$ cat src/rtl/uart_reg_bridge.sv
// UART-slave register bridge: decodes 3-byte command headers on rxd, performs
// single/burst read/write on 16 x 16-bit registers, answers on txd.
module uart_reg_bridge #(
  parameter logic [3:0] BASEADDR = 4'h0,
  parameter int         BAUD_DIV = 16,
  parameter int         TIMEOUT  = 64
) (
  input  logic clk,
  input  logic rst,
  input  logic parity_en,
  input  logic rxd,
  output logic txd,
  output logic busy,
  output logic err
);
  localparam int            BW       = $clog2(BAUD_DIV);
  localparam logic [BW-1:0] BIT_END  = BW'(BAUD_DIV - 1);
  localparam logic [BW-1:0] HALF_END = BW'(BAUD_DIV / 2 - 1);
  localparam int            IW       = $clog2((TIMEOUT + 12) * BAUD_DIV + 1);
  localparam logic [IW-1:0] TO_CYC   = IW'(TIMEOUT * BAUD_DIV);
  localparam logic [IW-1:0] BYTE_N1  = IW'(10 * BAUD_DIV);
  localparam logic [IW-1:0] BYTE_E1  = IW'(11 * BAUD_DIV);

  typedef enum logic [2:0] {R_IDLE, R_START, R_DATA, R_PAR, R_STOP} rx_st_t;
  typedef enum logic [1:0] {T_IDLE, T_SEND, T_GAP} tx_st_t;
  typedef enum logic [2:0] {S_IDLE, S_HDR, S_WDATA, S_RESP, S_ACK, S_RECOV} st_t;

  // ---------------- rx synchroniser / parity mode ----------------
  logic rx_m, rx_s, par_mode;
  st_t  st, st_nx;
  logic rx_en, tx_go, reg_we;
  logic [7:0] tx_byte;

  // two-flop synchroniser for the asynchronous serial input
  always_ff @(posedge clk) begin
    if (rst) {rx_s, rx_m} <= 2'b11;
    else     {rx_s, rx_m} <= {rx_m, rxd};
  end

  // ---------------- receiver ----------------
  rx_st_t        rx_st;
  logic [BW-1:0] rx_cnt;
  logic [2:0]    rx_bit;
  logic [7:0]    rx_sh;
  logic          rx_perr, rx_done, rx_bad;

  // start detect, mid-bit recentre, then one sample per bit-time
  always_ff @(posedge clk) begin
    if (rst) begin
      rx_st <= R_IDLE; rx_cnt <= '0; rx_bit <= '0; rx_sh <= '0;
      rx_perr <= 1'b0; rx_done <= 1'b0; rx_bad <= 1'b0;
    end else begin
      rx_done <= 1'b0;
      rx_bad  <= 1'b0;
      rx_cnt  <= rx_cnt + BW'(1);
      case (rx_st)
        R_IDLE: begin
          rx_cnt  <= '0;
          rx_perr <= 1'b0;
          if (rx_en && !rx_s) rx_st <= R_START;
        end
        R_START: if (rx_cnt == HALF_END) begin
          rx_cnt <= '0;
          rx_bit <= '0;
          rx_st  <= rx_s ? R_IDLE : R_DATA;   // high at mid-point: glitch
        end
        R_DATA: if (rx_cnt == BIT_END) begin
          rx_cnt <= '0;
          rx_sh  <= {rx_s, rx_sh[7:1]};
          rx_bit <= rx_bit + 3'd1;
          if (rx_bit == 3'd7) rx_st <= par_mode ? R_PAR : R_STOP;
        end
        R_PAR: if (rx_cnt == BIT_END) begin
          rx_cnt  <= '0;
          rx_perr <= rx_s ^ (^rx_sh);
          rx_st   <= R_STOP;
        end
        R_STOP: if (rx_cnt == BIT_END) begin
          rx_done <= 1'b1;
          rx_bad  <= rx_perr | ~rx_s;
          rx_st   <= R_IDLE;
        end
        default: rx_st <= R_IDLE;
      endcase
    end
  end

  // ---------------- transmitter ----------------
  tx_st_t        tx_st;
  logic [BW-1:0] tx_cnt;
  logic [3:0]    tx_bit;
  logic [10:0]   tx_sh;
  logic          tx_done;

  // frame shifter; tx_done at end of stop bit, then one idle bit-time of gap
  always_ff @(posedge clk) begin
    if (rst) begin
      tx_st <= T_IDLE; tx_cnt <= '0; tx_bit <= '0; tx_sh <= '1; tx_done <= 1'b0;
    end else begin
      tx_done <= 1'b0;
      tx_cnt  <= tx_cnt + BW'(1);
      case (tx_st)
        T_IDLE: begin
          tx_cnt <= '0;
          if (tx_go) begin
            tx_sh  <= {1'b1, par_mode ? ^tx_byte : 1'b1, tx_byte, 1'b0};
            tx_bit <= '0;
            tx_st  <= T_SEND;
          end
        end
        T_SEND: if (tx_cnt == BIT_END) begin
          tx_cnt <= '0;
          tx_sh  <= {1'b1, tx_sh[10:1]};
          tx_bit <= tx_bit + 4'd1;
          if (tx_bit == (par_mode ? 4'd10 : 4'd9)) begin
            tx_done <= 1'b1;
            tx_st   <= T_GAP;
          end
        end
        T_GAP: if (tx_cnt == BIT_END) tx_st <= T_IDLE;
        default: tx_st <= T_IDLE;
      endcase
    end
  end

  assign txd = (tx_st == T_SEND) ? tx_sh[0] : 1'b1;

  // ---------------- command FSM ----------------
  logic [1:0]    hcnt;
  logic          rw, hb;
  logic [3:0]    len, blk, idx, wcnt, ridx;
  logic [7:0]    hold;
  logic [15:0]   rd_word;
  logic [15:0]   regs [16];
  logic [IW-1:0] idle_cnt;
  logic          hit, last_word, timeout, good_byte, bad_byte;

  assign hit       = (blk == BASEADDR);
  assign ridx      = idx + wcnt;
  assign last_word = (wcnt == len);
  assign good_byte = rx_done & ~rx_bad;
  assign bad_byte  = rx_done &  rx_bad;
  assign timeout   = (st == S_HDR || st == S_WDATA) && rx_st == R_IDLE && idle_cnt == TO_CYC;
  assign busy      = (st != S_IDLE) || (rx_st != R_IDLE);

  // state register
  always_ff @(posedge clk) begin
    if (rst) st <= S_IDLE;
    else     st <= st_nx;
  end

  // next-state decode
  always_comb begin
    st_nx = st;
    case (st)
      S_IDLE:  if (bad_byte) st_nx = S_RECOV;
               else if (good_byte) st_nx = S_HDR;
      S_HDR:   if (bad_byte) st_nx = S_RECOV;
               else if (timeout) st_nx = S_IDLE;
               else if (good_byte && hcnt == 2'd2)
                 st_nx = !rw ? S_WDATA : (hit ? S_RESP : S_IDLE);
      S_WDATA: if (bad_byte) st_nx = S_RECOV;
               else if (timeout) st_nx = S_IDLE;
               else if (good_byte && hb && last_word) st_nx = hit ? S_ACK : S_IDLE;
      S_RESP:  if (tx_done && hb && last_word) st_nx = S_IDLE;
      S_ACK:   if (tx_done) st_nx = S_IDLE;
      S_RECOV: if (idle_cnt >= (par_mode ? BYTE_E1 : BYTE_N1)) st_nx = S_IDLE;
      default: st_nx = S_IDLE;
    endcase
  end

  // per-state outputs: receiver enable, transmit requests, register write strobe
  always_comb begin
    rx_en   = 1'b0;
    tx_go   = 1'b0;
    tx_byte = 8'h00;
    reg_we  = 1'b0;
    case (st)
      S_IDLE, S_HDR: rx_en = 1'b1;
      S_WDATA: begin
        rx_en  = 1'b1;
        reg_we = good_byte & hb & hit;
      end
      S_RESP: begin
        tx_go   = (tx_st == T_IDLE);
        tx_byte = hb ? rd_word[7:0] : regs[ridx][15:8];
      end
      S_ACK: begin
        tx_go   = (tx_st == T_IDLE);
        tx_byte = 8'h55;
      end
      default: ;
    endcase
  end

  // header capture, word/byte counters, register file, idle timer, err pulse
  always_ff @(posedge clk) begin
    if (rst) begin
      hcnt <= '0; rw <= 1'b0; hb <= 1'b0; len <= '0; blk <= '0; idx <= '0;
      wcnt <= '0; hold <= '0; rd_word <= '0; idle_cnt <= '0; err <= 1'b0;
      par_mode <= 1'b0;
      for (int i = 0; i < 16; i++) regs[i] <= '0;
    end else begin
      err <= bad_byte | timeout;
      if (st == S_IDLE && rx_st == R_IDLE) par_mode <= parity_en;
      // counts quiet cycles between bytes; in recovery only while the line is high
      if (st != st_nx || rx_st != R_IDLE || (st == S_RECOV && !rx_s)) idle_cnt <= '0;
      else if (idle_cnt != '1) idle_cnt <= idle_cnt + IW'(1);
      if (reg_we) regs[ridx] <= {hold, rx_sh};
      case (st)
        S_IDLE: if (good_byte) begin
          rw <= rx_sh[7]; len <= rx_sh[3:0];
          hcnt <= 2'd1; wcnt <= '0; hb <= 1'b0;
        end
        S_HDR: if (good_byte) begin
          hcnt <= hcnt + 2'd1;
          if (hcnt == 2'd1) blk <= rx_sh[7:4];
          else              idx <= rx_sh[3:0];
        end
        S_WDATA: if (good_byte) begin
          hb <= ~hb;
          if (!hb) hold <= rx_sh;
          else     wcnt <= wcnt + 4'd1;
        end
        S_RESP: begin
          if (tx_go && !hb) rd_word <= regs[ridx];
          if (tx_done) begin
            hb <= ~hb;
            if (hb) wcnt <= wcnt + 4'd1;
          end
        end
        default: ;
      endcase
    end
  end
endmodule

$ cat config.mk
export PLATFORM = sky130hd
export DESIGN_NAME = uart_reg_bridge
export DESIGN_NICKNAME = d
export VERILOG_FILES = /design/src/rtl/uart_reg_bridge.sv
export SDC_FILE = /design/constraint.sdc
export NUM_CORES = 1
export LEC_CHECK = 0
export ABC_AREA = 1
export BUFFER_PORTS_ARGS = -buffer_cell sky130_fd_sc_hd__buf_2
export CAP_MARGIN = 20
export CORE_MARGIN = 2
export CORE_UTILIZATION = 57
export DETAILED_ROUTE_END_ITERATION = 12
export GPL_TIMING_DRIVEN = 1
export PLACE_DENSITY = 0.79
export SLEW_MARGIN = 15
export SYNTH_ARGS = -nofsm -noshare
export SYNTH_HDL_FRONTEND = slang
export SYNTH_SLANG_ARGS = --single-unit
$ cat constraint.sdc
create_clock -name clk -period 3.3 [get_ports clk]
set_clock_uncertainty 0.2 [all_clocks]
set_input_delay 0.66 -clock clk [delete_from_list [all_inputs] [get_ports clk]]
set_output_delay 0.66 -clock clk [all_outputs]
set_load 0.02 [all_outputs]
==> results of run 1 <==
critical path: cells and delay by family, from the launching register on:
kind          cells  cell delay, ns
simple gates     18            1.32
fa+ha+maj         2            0.89
buf+inv           2            0.26
flops             1            0.32
power by group through the flow:
stage          registers, mW  logic [mW]  clock network, mW
3_3_place_gp            5.11       0.555                  0
3_5_place_dp            5.12       0.575                  0
2_1_floorplan           5.10       0.394                  0
6_report                5.03       0.590               4.06
4_1_cts                 5.03       0.585               4.09
5_1_grt                 5.05       0.663               4.25
final timing paths:
path,endpoint,slack [ns],depth (start not counted)
worst max-delay path,tx_sh[9],0.19,22
worst min-delay path,rx_m,0.12,2
worst max register to register,tx_sh[9],0.19,22
worst min register to register,rx_s,0.21,1
sequential cells by signal (all words and copies together), names as in the netlist, 4 cells and up:
name,flops
blk,4
hold,8
idle_cnt,11
idx,4
len,4
rd_word,8
regs,256
rx_cnt,4
rx_sh,8
tx_bit,4
tx_cnt,4
tx_sh,10
wcnt,4
metal layers:
metal / vias to the layer above / GRT usage [%] / wire, µm
met5: - / 0 / 0
met3: 126 / 5.50 / 4180
met2: 683 / 44.2 / 18900
met4: 0 / 11.6 / 1630
met1: 6073 / 38.0 / 16900
li1: 5990 / - / -
cell usage in the layout, fill, tap and decap left out, drive strengths merged, types with 2 or more instances in the layout:
master  synthesis  layout
clkinv         18      22
nor3           26      26
or2             5       5
o21bai          5       5
nor2          410     410
a211oi          5       5
dfxtp          96      96
and3            2       2
inv           144     145
a221oi          6       6
xor2           17      17
o211ai          9       9
o21a            2       2
a22o            2       2
o221ai          2       2
a22oi          47      47
nand3          57      57
nand4           7       7
edfxtp        256     256
clkbuf         46      59
a21oi          68      68
o21ai          56      56
buf            41      80
a31oi           8       8
nand2         431     431
xnor2           8       8
ha             14      14
nor4            3       3
cell type report:
class                           count  area share, %
Sequential cell                   352           52.9
Multi-Input combinational cell   1202           31.0
Inverter                          162           3.40
Timing Repair Buffer               80           3.57
Clock inverter                      6          0.186
Clock buffer                       59           6.31
Tap cell                          378           2.60
kinds of logic after synthesis:
family / share of synthesized area (%)
compound gates: 8.32
xor+xnor: 1.46
fa+ha+maj: 1.20
buf+inv: 6.60
flops: 58.9
simple gates: 23.5
metrics by stage:
| step | instance area (µm²) | worst slack, ns | util (%) |
|---|---|---|---|
| CTS | 18200 | 0.120 | 64.8 |
| floorplan | 16300 | 0.146 | - |
| finish | 18200 | 0.188 | 64.8 |
| detailed placement | 17000 | 0.111 | 60.6 |
| global route | 18200 | -0.000807 | 64.8 |
| global placement | 17000 | 0.188 | 60.6 |
==> impl_summary.md, run 1 <==
Pwr
The worst ir drop on vdd is approximately 450 µV. The post-route total power is 9.69 mW. The static leakage is 7.05 nW. Summed over all nets, the switching power comes to 2.18 mW. The switching share of power is 22.5%. The clock network fraction of design power is 41.9%. The total power per unit cell area is 534 mW/mm². The share of total power in combinational logic is about 6%. The cell-internal power is about 7.5 mW.

The share of total power in sequential cells is 52.0%.

Layout
The sequential cells in the finished layout cover a total of 0.00961 mm². The layout net count is 1855. The proportion of layout cells with a drive suffix above 1 is 10.4%. The count of non-filler cells in the finished layout is 2239. From synthesis to final layout, the design area changed by 11.3%.

After filler insertion, the fill cell instance count of the layout stands at 2251. The repair_antennas step left the layout with diodes totalling 0. Summing all multi-input logic gate instances after layout gives 0.00563 mm².

Setup path
Along the worst path, the maximum fanout reaches 8. The setup path with the least slack is of type reg -> reg. The worst setup path is launched from a flop. The worst flop-to-flop path startpoint is idx[0]. The startpoint of the worst setup timing path is idx[0]. The critical path capture point type is a flop.

The worst stage delay on the critical path is 0.66 ns. The data required time at the worst endpoint is 3.49 ns. The cell repeated most along the worst path is sky130_fd_sc_hd__nand2_1. For the worst setup path, the data arrival time is approximately 3.3 ns. For this design, the slowest cell found on the critical path is sky130_fd_sc_hd__fa_2. The critical path goes through ha_1 > fa_2 > inv_6 > nand2_2 > buf_4 > nor2_1 > nor2_1 > nand2_1 > nand2_1 > nand2_1 > nand2_1 > nand2_1 > nand2_1 > nand2_2 > nand3_1 > nand2_1 > nand2_1 > nand2_1 > nand2_1 > nand3_1 > nand2_1 > nand2_1.

Route
Using the TritonRoute via totals, the vias-per-cell ratio works out to 5.75. In the routed design, unresolved DRC markers number 0. After detailed routing, the average wire length per cell comes to 18.6 µm. The number of optimization iterations in the first detailed-route pass is 8. The total wire length after detailed routing is 41600 µm. Across all layers, the routed design uses between 10000 and 15000 vias. The first routing iteration left around 1200 violations. In this run the remaining antenna-violating nets after routing total 0.

Yosys
The post-synthesis async set-or-reset flop share is 0%. By count the netlist is led by 413 x sky130_fd_sc_hd__nand2_1, 400 x sky130_fd_sc_hd__nor2_1, 256 x sky130_fd_sc_hd__edfxtp_1. Yosys printed 0 warnings.

Synthesis handed over a netlist of between 1500 and 2000 instances. The most repeated cell in the gate-level netlist after synthesis is sky130_fd_sc_hd__nand2_1. Summed over its instances, the top area cell type makes up 47.1% of the synthesized netlist area. The mean instance size in the synthesized netlist is 9.05 µm². The number of enable-type register cells in the synthesized netlist is approximately 260. The top flip-flop cell by instance count after synthesis is sky130_fd_sc_hd__edfxtp_1. The net count after synthesis is 1822.

The distinct cell type count of the synthesized netlist is 58. Yosys attributes the largest share of cell area to sky130_fd_sc_hd__edfxtp_1 47%, sky130_fd_sc_hd__dfxtp_1 12%, sky130_fd_sc_hd__nand2_1 9.5%. For this run, the register share of the synthesized area comes to approximately 59%. The cell area that synthesis handed to floorplanning was around 0.016 mm². The biggest area consumer among synthesized cells is sky130_fd_sc_hd__edfxtp_1.

The post-synthesis register bit count is about 350.

Clock tree
CTS built an H-tree with a depth of 2. TritonCTS built the clock tree. The clock transition at the register clock pins on the worst setup and hold paths after CTS is 0.06 ns. The number of setup buffers added after CTS is 0. The clock passes through at most 3 buffers. Clock tree synthesis found a total of 352 sinks. The root cell of the clock tree is sky130_fd_sc_hd__clkbuf_16.

Buffers inserted during clock tree synthesis total 38. The total of hold buffers inserted after clock tree synthesis is 0. The worst-skew pair later-pin latency is 0.53 ns. Gates resized during post-CTS repair numbered 0.

STA
The final sum of negative setup slack is 0 ns. Subtracting the final worst setup slack from the clock period gives 3.11 ns. The worst hold slack across all endpoints is between 0.1 and 0.15 ns. The transition time at the pin with the least slew margin is 0.846 ns.

The maximum clock frequency is 321 MHz. The number of setup violations in the final report is 0. Of the available clock period, the critical path in the final layout requires 94.3%. Measured against its own limit, the worst slew margin works out to 43.2%. The final-report hold violation count is 0. The count of final max-slew check failures is 0.

Status
The flow ran to the end, and the final reports show no timing, DRC or antenna violations.

Floorplanning
For this configuration, the core starts out at a cell density of 58.2%. The area of the placeable core is 0.0280 mm². The vertical die dimension is 173 µm.

The die covers 0.0300 mm². Measured along the x axis, the die boundary spans 173 µm. In this run the count of I/O pins placed on the die edge is 7.

After floorplanning, the core was divided into 61 placement rows.

Job
Across the run, the number of max-cap violations was 0.

Global route
The initial antenna violation count is 0. The largest net degree at the start of global routing is 65. The first global-routing pass estimated 66200 µm of wire.

The total routing resource utilization after global routing is 28.0%. The via count of the first global-routing pass is 12500. The residual overflow from global routing is 0.

Placed design
The number of placed instances, taps included, is 2174. The weighted congestion at the end of routability-driven global placement is between 0.9 and 1. The number of buffer cells added on primary ports is 6. Detailed placement finished with a half-perimeter wire length of 27800 µm.

Hold path
In this run the worst hold path is classified as in -> reg. The start point of the worst min-delay path is rxd.
Note: power is estimated with default switching activity, not from simulation.
==> inputs of run 2 (changes only) <==
Settings changed: CORE_UTILIZATION 57 to 60.
Clock period 3.3 ns to 4.01 ns, I/O delays scaled along.
==> impl_summary.md, run 2 (synthesis gave the netlist of run 1 again) <==
Placed design
At the end of routability-driven placement, the weighted congestion stood at 0.929. The setup slack at placement is approximately 0.66 ns. The number of buffer cells added on primary ports is 6. The half-perimeter wire length of the detailed placement result is approximately 27000 µm. After detailed placement, the design holds a cell count of between 2000 and 2500.

Setup path
The critical path capture point type is a flop. The type of the worst setup path is reg -> reg. In this run the worst path has a maximum fanout of 19. STA classifies the critical path startpoint as a flop. The worst reg2reg path depth is 21. For the worst setup path, the data required time is between 4 and 5 ns. The data arrival time of the worst path is 3.64 ns.

Route
The count of nets left with antenna violations once routing finished came out at 0. The total wire length after detailed routing is 41000 µm. For this run, design rule violations remaining after detail routing come to 0. The number of DRC violations after detailed-routing iteration 0 is 1587.

The number of optimization iterations in the first detailed-route pass is 6. The total via count in the routed design is 12600. After detailed routing, the number of vias per cell comes to 5.78.

After detailed routing, the average wire length per cell comes to 18.9 µm.

STA
For the final routed database, the setup TNS stands at 0 ns. The worst setup slack after layout is roughly 0.56 ns. At the pin with the least slew margin, the transition time is between 0.8 and 0.9 ns.

The number of setup violations in the final report is 0. Derived from the worst setup path, the maximum achievable clock frequency is 290 MHz. Hold timing on the final database bottoms out at a slack of roughly 0.22 ns. The post-route clock period utilization is 86.0%. The worst pin sits at a relative slew slack of roughly two fifths. The count of final max-slew check failures is 0.

The final-report hold violation count came to 0. The clock period minus worst slack is 3.45 ns. Setup repair after global routing left no endpoint under its margin.

Global route
The via count of the first global-routing pass is 12100. The initial antenna violation count came to 0. The residual overflow from global routing is 0.

The total routing resource utilization after global routing is 29.3%. Entering global routing, the biggest net connects 65 pins. The first global-routing pass estimated 65200 µm of wire.

Hold path
The classification of the worst-slack hold path is reg -> reg. Counting instances, the worst hold path has a depth of 1.

Job
The max capacitance violation total is 0.

Clock tree
The root cell of the clock tree is sky130_fd_sc_hd__clkbuf_16. The number of gates resized after CTS was 0. The clock transition at the register clock pins on the worst setup and hold paths after CTS is 0.06 ns. The deepest clock path buffer count is 3.

CTS saw 352 sinks. The H-tree was split into 2 levels. The worst-skew pair later-pin latency is ~0.5 ns. The total CTS buffers is 36. Buffers added to address setup during post-CTS repair amount to 0.

The total of hold buffers inserted after clock tree synthesis is 0. The clock tree from TritonCTS is done.

Floorplanning
From left edge to right edge, the die measures 169 µm. The area of the placeable core is 0.0268 mm². The die covers 0.0285 mm². Measured along the y axis, the die boundary spans about 170 µm. Once the floorplan was initialized, standard cells occupied 60.9% of the core.

The floorplan has 60 rows. The number of top-level pins is 7.

Pwr
VDD sags by at most 347 µV. The analysis attributes to cell leakage a power of 6.86 nW. For this design the ratio of total power to cell area is 437 mW/mm².

Layout
The register with the most flip-flops in the layout has 256 of them. The area of the multi-input gates is 0.00562 mm². For this run, the number of standard cells in the final layout without fillers is 2175. The number of antenna cells inserted is 0. Leaving out fill and tap cells, the most frequent cells in the layout are 413 x sky130_fd_sc_hd__nand2_1, 400 x sky130_fd_sc_hd__nor2_1, 256 x sky130_fd_sc_hd__edfxtp_1. Of the cells placed in the final design, the portion with a size suffix greater than 1 is 8.67%.

The layout net count is around 1800. The largest registers in the layout are regs (256), idle_cnt (11), tx_sh (10). The total of fill cells in the finished design is about 2100.

regs holds more flip-flops than any other register. Leaving out fill and tap cells, the most frequent cell in the layout is sky130_fd_sc_hd__nand2_1. The register area is 0.00961 mm². The layout overhead on the synthesized area is 9.04%.

Status
The run finished with clean final reports.
[run 2: changes by cell type in the layout (fill, tap and decap cells not counted), sizes merged]
cell | previous run | this run
clkinv | 22 | 25
inv | 145 | 144
bufinv | 0 | 1
clkbuf | 59 | 54
buf | 80 | 55
[run 2: where the power goes]
part / switching (mW) / total (mW) / leakage [nW] / internal, mW
clock network: 1.33 / 3.17 / 0.529 / 1.84
registers: 0.0827 / 4.15 / 3.22 / 4.07
logic: 0.323 / 0.461 / 3.12 / 0.138
total: 1.74 / 7.78 / 6.86 / 6.04
[run 2: cell type report]
type                    instances  area share [%]
clock buffers                  54            5.80
clock inverters                 9           0.373
inverters                     162            3.48
multi-input cells            1202            31.6
flip-flops and latches        352            54.0
well taps                     341            2.40
repair buffers                 55            2.31
[run 2: stage by stage]
| step | total power [mW] | utilization (%) | instance area (µm²) |
|---|---|---|---|
| after floorplan | 4.52 | - | 16300 |
| final | 7.78 | 66.4 | 17800 |
| after detailed placement | 4.67 | 62.3 | 16700 |
| after CTS | 7.78 | 66.4 | 17800 |
| after global placement | 4.65 | 62.3 | 16700 |
| after global routing | 8.01 | 66.4 | 17800 |
[run 2: path summary, 6_finish.rpt]
path	endpoint	start	slack (ns)
hold reg to reg	rx_s	rx_m	0.22
hold / removal	rx_s	rx_m	0.22
setup reg to reg	tx_sh[9]	wcnt[0]	0.56
setup / recovery	tx_sh[9]	wcnt[0]	0.56
[run 2: critical path, cell delays in order (launching register included)]
cell and delay (ns):
sky130_fd_sc_hd__dfxtp_1 0.45, sky130_fd_sc_hd__ha_1 0.23, sky130_fd_sc_hd__fa_1 0.53, sky130_fd_sc_hd__inv_6 0.22
sky130_fd_sc_hd__nand2_2 0.25, sky130_fd_sc_hd__inv_1 0.15, sky130_fd_sc_hd__buf_4 0.25, sky130_fd_sc_hd__nand2_1 0.08
sky130_fd_sc_hd__nand3_1 0.09, sky130_fd_sc_hd__nand2_1 0.07, sky130_fd_sc_hd__nand2_1 0.06, sky130_fd_sc_hd__nand2_1 0.04
sky130_fd_sc_hd__nand3_1 0.08, sky130_fd_sc_hd__nand2_2 0.10, sky130_fd_sc_hd__nand3_1 0.10, sky130_fd_sc_hd__nand2_1 0.09
sky130_fd_sc_hd__nand2_1 0.07, sky130_fd_sc_hd__nand2_1 0.05, sky130_fd_sc_hd__nand2_1 0.06, sky130_fd_sc_hd__nand3_1 0.06
sky130_fd_sc_hd__nand2_1 0.06, sky130_fd_sc_hd__nand2_1 0.05
[run 2: routing by layer]
| metal | track usage (%) | vias to the layer above | share of wire, % |
|---|---|---|---|
| li1 | - | 5943 | - |
| met2 | 47.0 | 700 | 46 |
| met4 | 10.5 | 0 | 3.3 |
| met5 | 0 | - | 0 |
| met1 | 41.3 | 5816 | 40 |
| met3 | 4.23 | 108 | 10 |
==> inputs of run 3 (changes only) <==
Settings changed: PLACE_DENSITY 0.79 to 0.78.
==> impl_summary.md, run 3 (synthesis gave the netlist of run 1 again) <==
Layout
The multi-input combinational cells in the finished layout cover a total of 0.00562 mm². Once layout is done, the placed cells without fillers occupy 0.0179 mm². Fill cells in the final layout number 2095. In the final layout, the registers with the most flip-flops are regs (256), idle_cnt (11), tx_sh (10). Counting flops per register, the top entry is regs. The number of antenna diodes in the final layout is 0. In the layout the commonest cells are 413 x sky130_fd_sc_hd__nand2_1, 400 x sky130_fd_sc_hd__nor2_1, 256 x sky130_fd_sc_hd__edfxtp_1. The proportion of layout cells with a drive suffix above 1 is 9.35%.

The number of flip-flops in the largest register is around 260. The commonest non-fill, non-tap cell in the layout is sky130_fd_sc_hd__nand2_1. The layout overhead on the synthesized area is 9.91%. The register area is between 0.009 and 0.01 mm². Once layout is complete, the utilization of the core stands at 66.9%. At the end of the flow, the number of nets in the layout was ~1800.

Route
Summed over all layers, the routed wires come to 41400 µm. In the final routed layout, each cell accounts on average for between 15 and 20 µm. In the routed layout, each cell is associated on average with a via count of 5.86.

The total via count in the routed design is about 13000. The first detailed-routing pass ran for 6 iterations. The detailed router finished its first iteration with around 1800 violations. For this run, design rule violations remaining after detail routing come to 0. The post-detailed-route count of antenna-violating nets is 0.

Pwr
The cell-internal power is 6.25 mW. The worst ir drop on vdd is 424 µV. The net load switching power is 1.79 mW. Per report_power, the combinational group accounts for 5.7% of the total. Summing internal, switching and leakage power gives about 8 mW. Sequential cells burn 51.7% of the power. The total power per unit cell area is 448 mW/mm².

In this run switching power makes up 22.2% of total power. The clock network accounts for 42.7% of the total power. For this design the static power due to leakage is 6.94 nW.

Global route
The via count of the first global-routing pass was 11900. The initial antenna violation count is 0. The total overflow left after global routing is 0. The first global-routing pass estimated 65200 µm of wire. The largest net degree at the start of global routing is 65. Across every metal layer, demand over resource in global routing totals 29.4%.

Clock tree
The total CTS buffers is 37. The clock transition at the register clock pins on the worst setup and hold paths after CTS is ~0.070 ns. TritonCTS built the clock tree.

In this run, post-CTS repair resized a total of 0 instances. The clock reaches the later pin of the worst-skew pair after 0.53 ns. Once the clock tree was built, the setup fixing pass inserted 0 buffers. In this run, post-CTS hold repair placed 0 buffers. The H-tree was split into 2 levels. The clock drives 352 sinks.

In this run the clock root is driven by a sky130_fd_sc_hd__clkbuf_16. The deepest clock path buffer count is 3.

Floorplanning
The die is 169 µm wide. The total die area is 0.0285 mm². The area of the placeable core is 0.0268 mm². In this run the count of I/O pins placed on the die edge is 7. Measured along the y axis, the die boundary spans 169 µm.

The floorplan has 60 rows. The starting density of the core is 60.9%.

STA
The maximum clock frequency is 285 MHz. The number of setup violations in the final report is 0. The final sum of negative setup slack is 0 ns.

The post-route clock period utilization is 87.5%. The transition time at the pin with the least slew margin is 0.873 ns. The final-report hold violation count was 0.

The count of final max-slew check failures came to 0. Final hold analysis gives a worst-case slack of between 0.2 and 0.25 ns. Setup repair after global routing left no endpoint under its margin. The max-slew headroom at the worst pin is 41.4%. The clock period minus worst slack is about 3.5 ns.

Placed design
The half-perimeter wire length of the detailed placement result is 27000 µm. The weighted congestion at the end of routability-driven global placement is 0.909. The number of buffer cells added on primary ports is 6.

The placed cell area is ~0.017 mm².

Setup path
STA classifies the critical path startpoint as a flop. The biggest fanout along the worst timing path is 19. The type of the worst setup path is reg -> reg. At the worst endpoint, the arrival time is 3.69 ns. The worst reg2reg path depth is 20.

The data required time at the worst endpoint is ~4.2 ns. The worst setup path is captured at a flop.

Job
Max-cap violations in this run came to 0.

Hold path
The classification of the worst-slack hold path is reg -> reg. Along the worst hold path, the cell count comes to 1.

Status
The flow ran to the end, and the final reports show no timing, DRC or antenna violations.
[run 3: cell types whose count changed in the layout (fill, tap and decap cells not counted), sizes merged]
cell,delta
buf,+2
clkinvlp,+2
bufinv,+2
clkinv,+6
inv,+2
clkbuf,-8
[run 3: per-stage QoR]
stage | cells | setup slack, ns
after detailed placement | 2114 | 0.578
final | 2181 | 0.502
after global placement | 2114 | 0.610
after floorplan | 1803 | 0.856
after CTS | 2181 | 0.555
after global routing | 2181 | 0.176
[run 3: metal layers]
layer	wire [µm]	global-route usage, %	vias to the layer above
li1	-	-	5941
met1	17100	42.8	6044
met2	18700	45.0	697
met3	4370	5.03	99
met4	1240	9.71	0
met5	0	0	-
[run 3: path summary, 6_finish.rpt]
path                    to  slack [ns]    start
setup reg to reg  tx_sh[9]        0.50  wcnt[0]
setup / recovery  tx_sh[9]        0.50  wcnt[0]
hold reg to reg       rx_s        0.24     rx_m
hold / removal        rx_s        0.24     rx_m
[run 3: power by group through the flow]
| stage | Clock [mW] | Sequential [mW] | Combinational, mW |
|---|---|---|---|
| final | 3.43 | 4.15 | 0.455 |
| after global routing | 3.60 | 4.16 | 0.513 |
| after CTS | 3.45 | 4.15 | 0.454 |
| after detailed placement | 0 | 4.22 | 0.451 |
| after global placement | 0 | 4.22 | 0.434 |
| after floorplan | 0 | 4.19 | 0.324 |
[run 3: critical path, stage by stage (launching register included)]
cell                      delay, ns
sky130_fd_sc_hd__dfxtp_1       0.45
sky130_fd_sc_hd__ha_1          0.24
sky130_fd_sc_hd__fa_1          0.53
sky130_fd_sc_hd__inv_6         0.21
sky130_fd_sc_hd__nand2_2       0.23
sky130_fd_sc_hd__inv_1         0.41
sky130_fd_sc_hd__nand2_1       0.09
sky130_fd_sc_hd__nand3_1       0.10
sky130_fd_sc_hd__nand2_1       0.07
sky130_fd_sc_hd__nand2_1       0.07
sky130_fd_sc_hd__nand2_1       0.05
sky130_fd_sc_hd__nand3_1       0.08
sky130_fd_sc_hd__nand2_2       0.09
sky130_fd_sc_hd__nand3_1       0.10
sky130_fd_sc_hd__nand2_1       0.09
sky130_fd_sc_hd__nand2_1       0.08
sky130_fd_sc_hd__nand2_1       0.05
sky130_fd_sc_hd__nand2_1       0.06
sky130_fd_sc_hd__nand3_1       0.06
sky130_fd_sc_hd__nand2_1       0.07
sky130_fd_sc_hd__nand2_1       0.04
[run 3: layout make-up]
type | instances | share of cell area (%)
Timing Repair Buffer | 57 | 2.37
Clock inverter | 21 | 1.01
Multi-Input combinational cell | 1202 | 31.4
Tap cell | 341 | 2.38
Sequential cell | 352 | 53.6
Clock buffer | 46 | 5.82
Inverter | 162 | 3.45
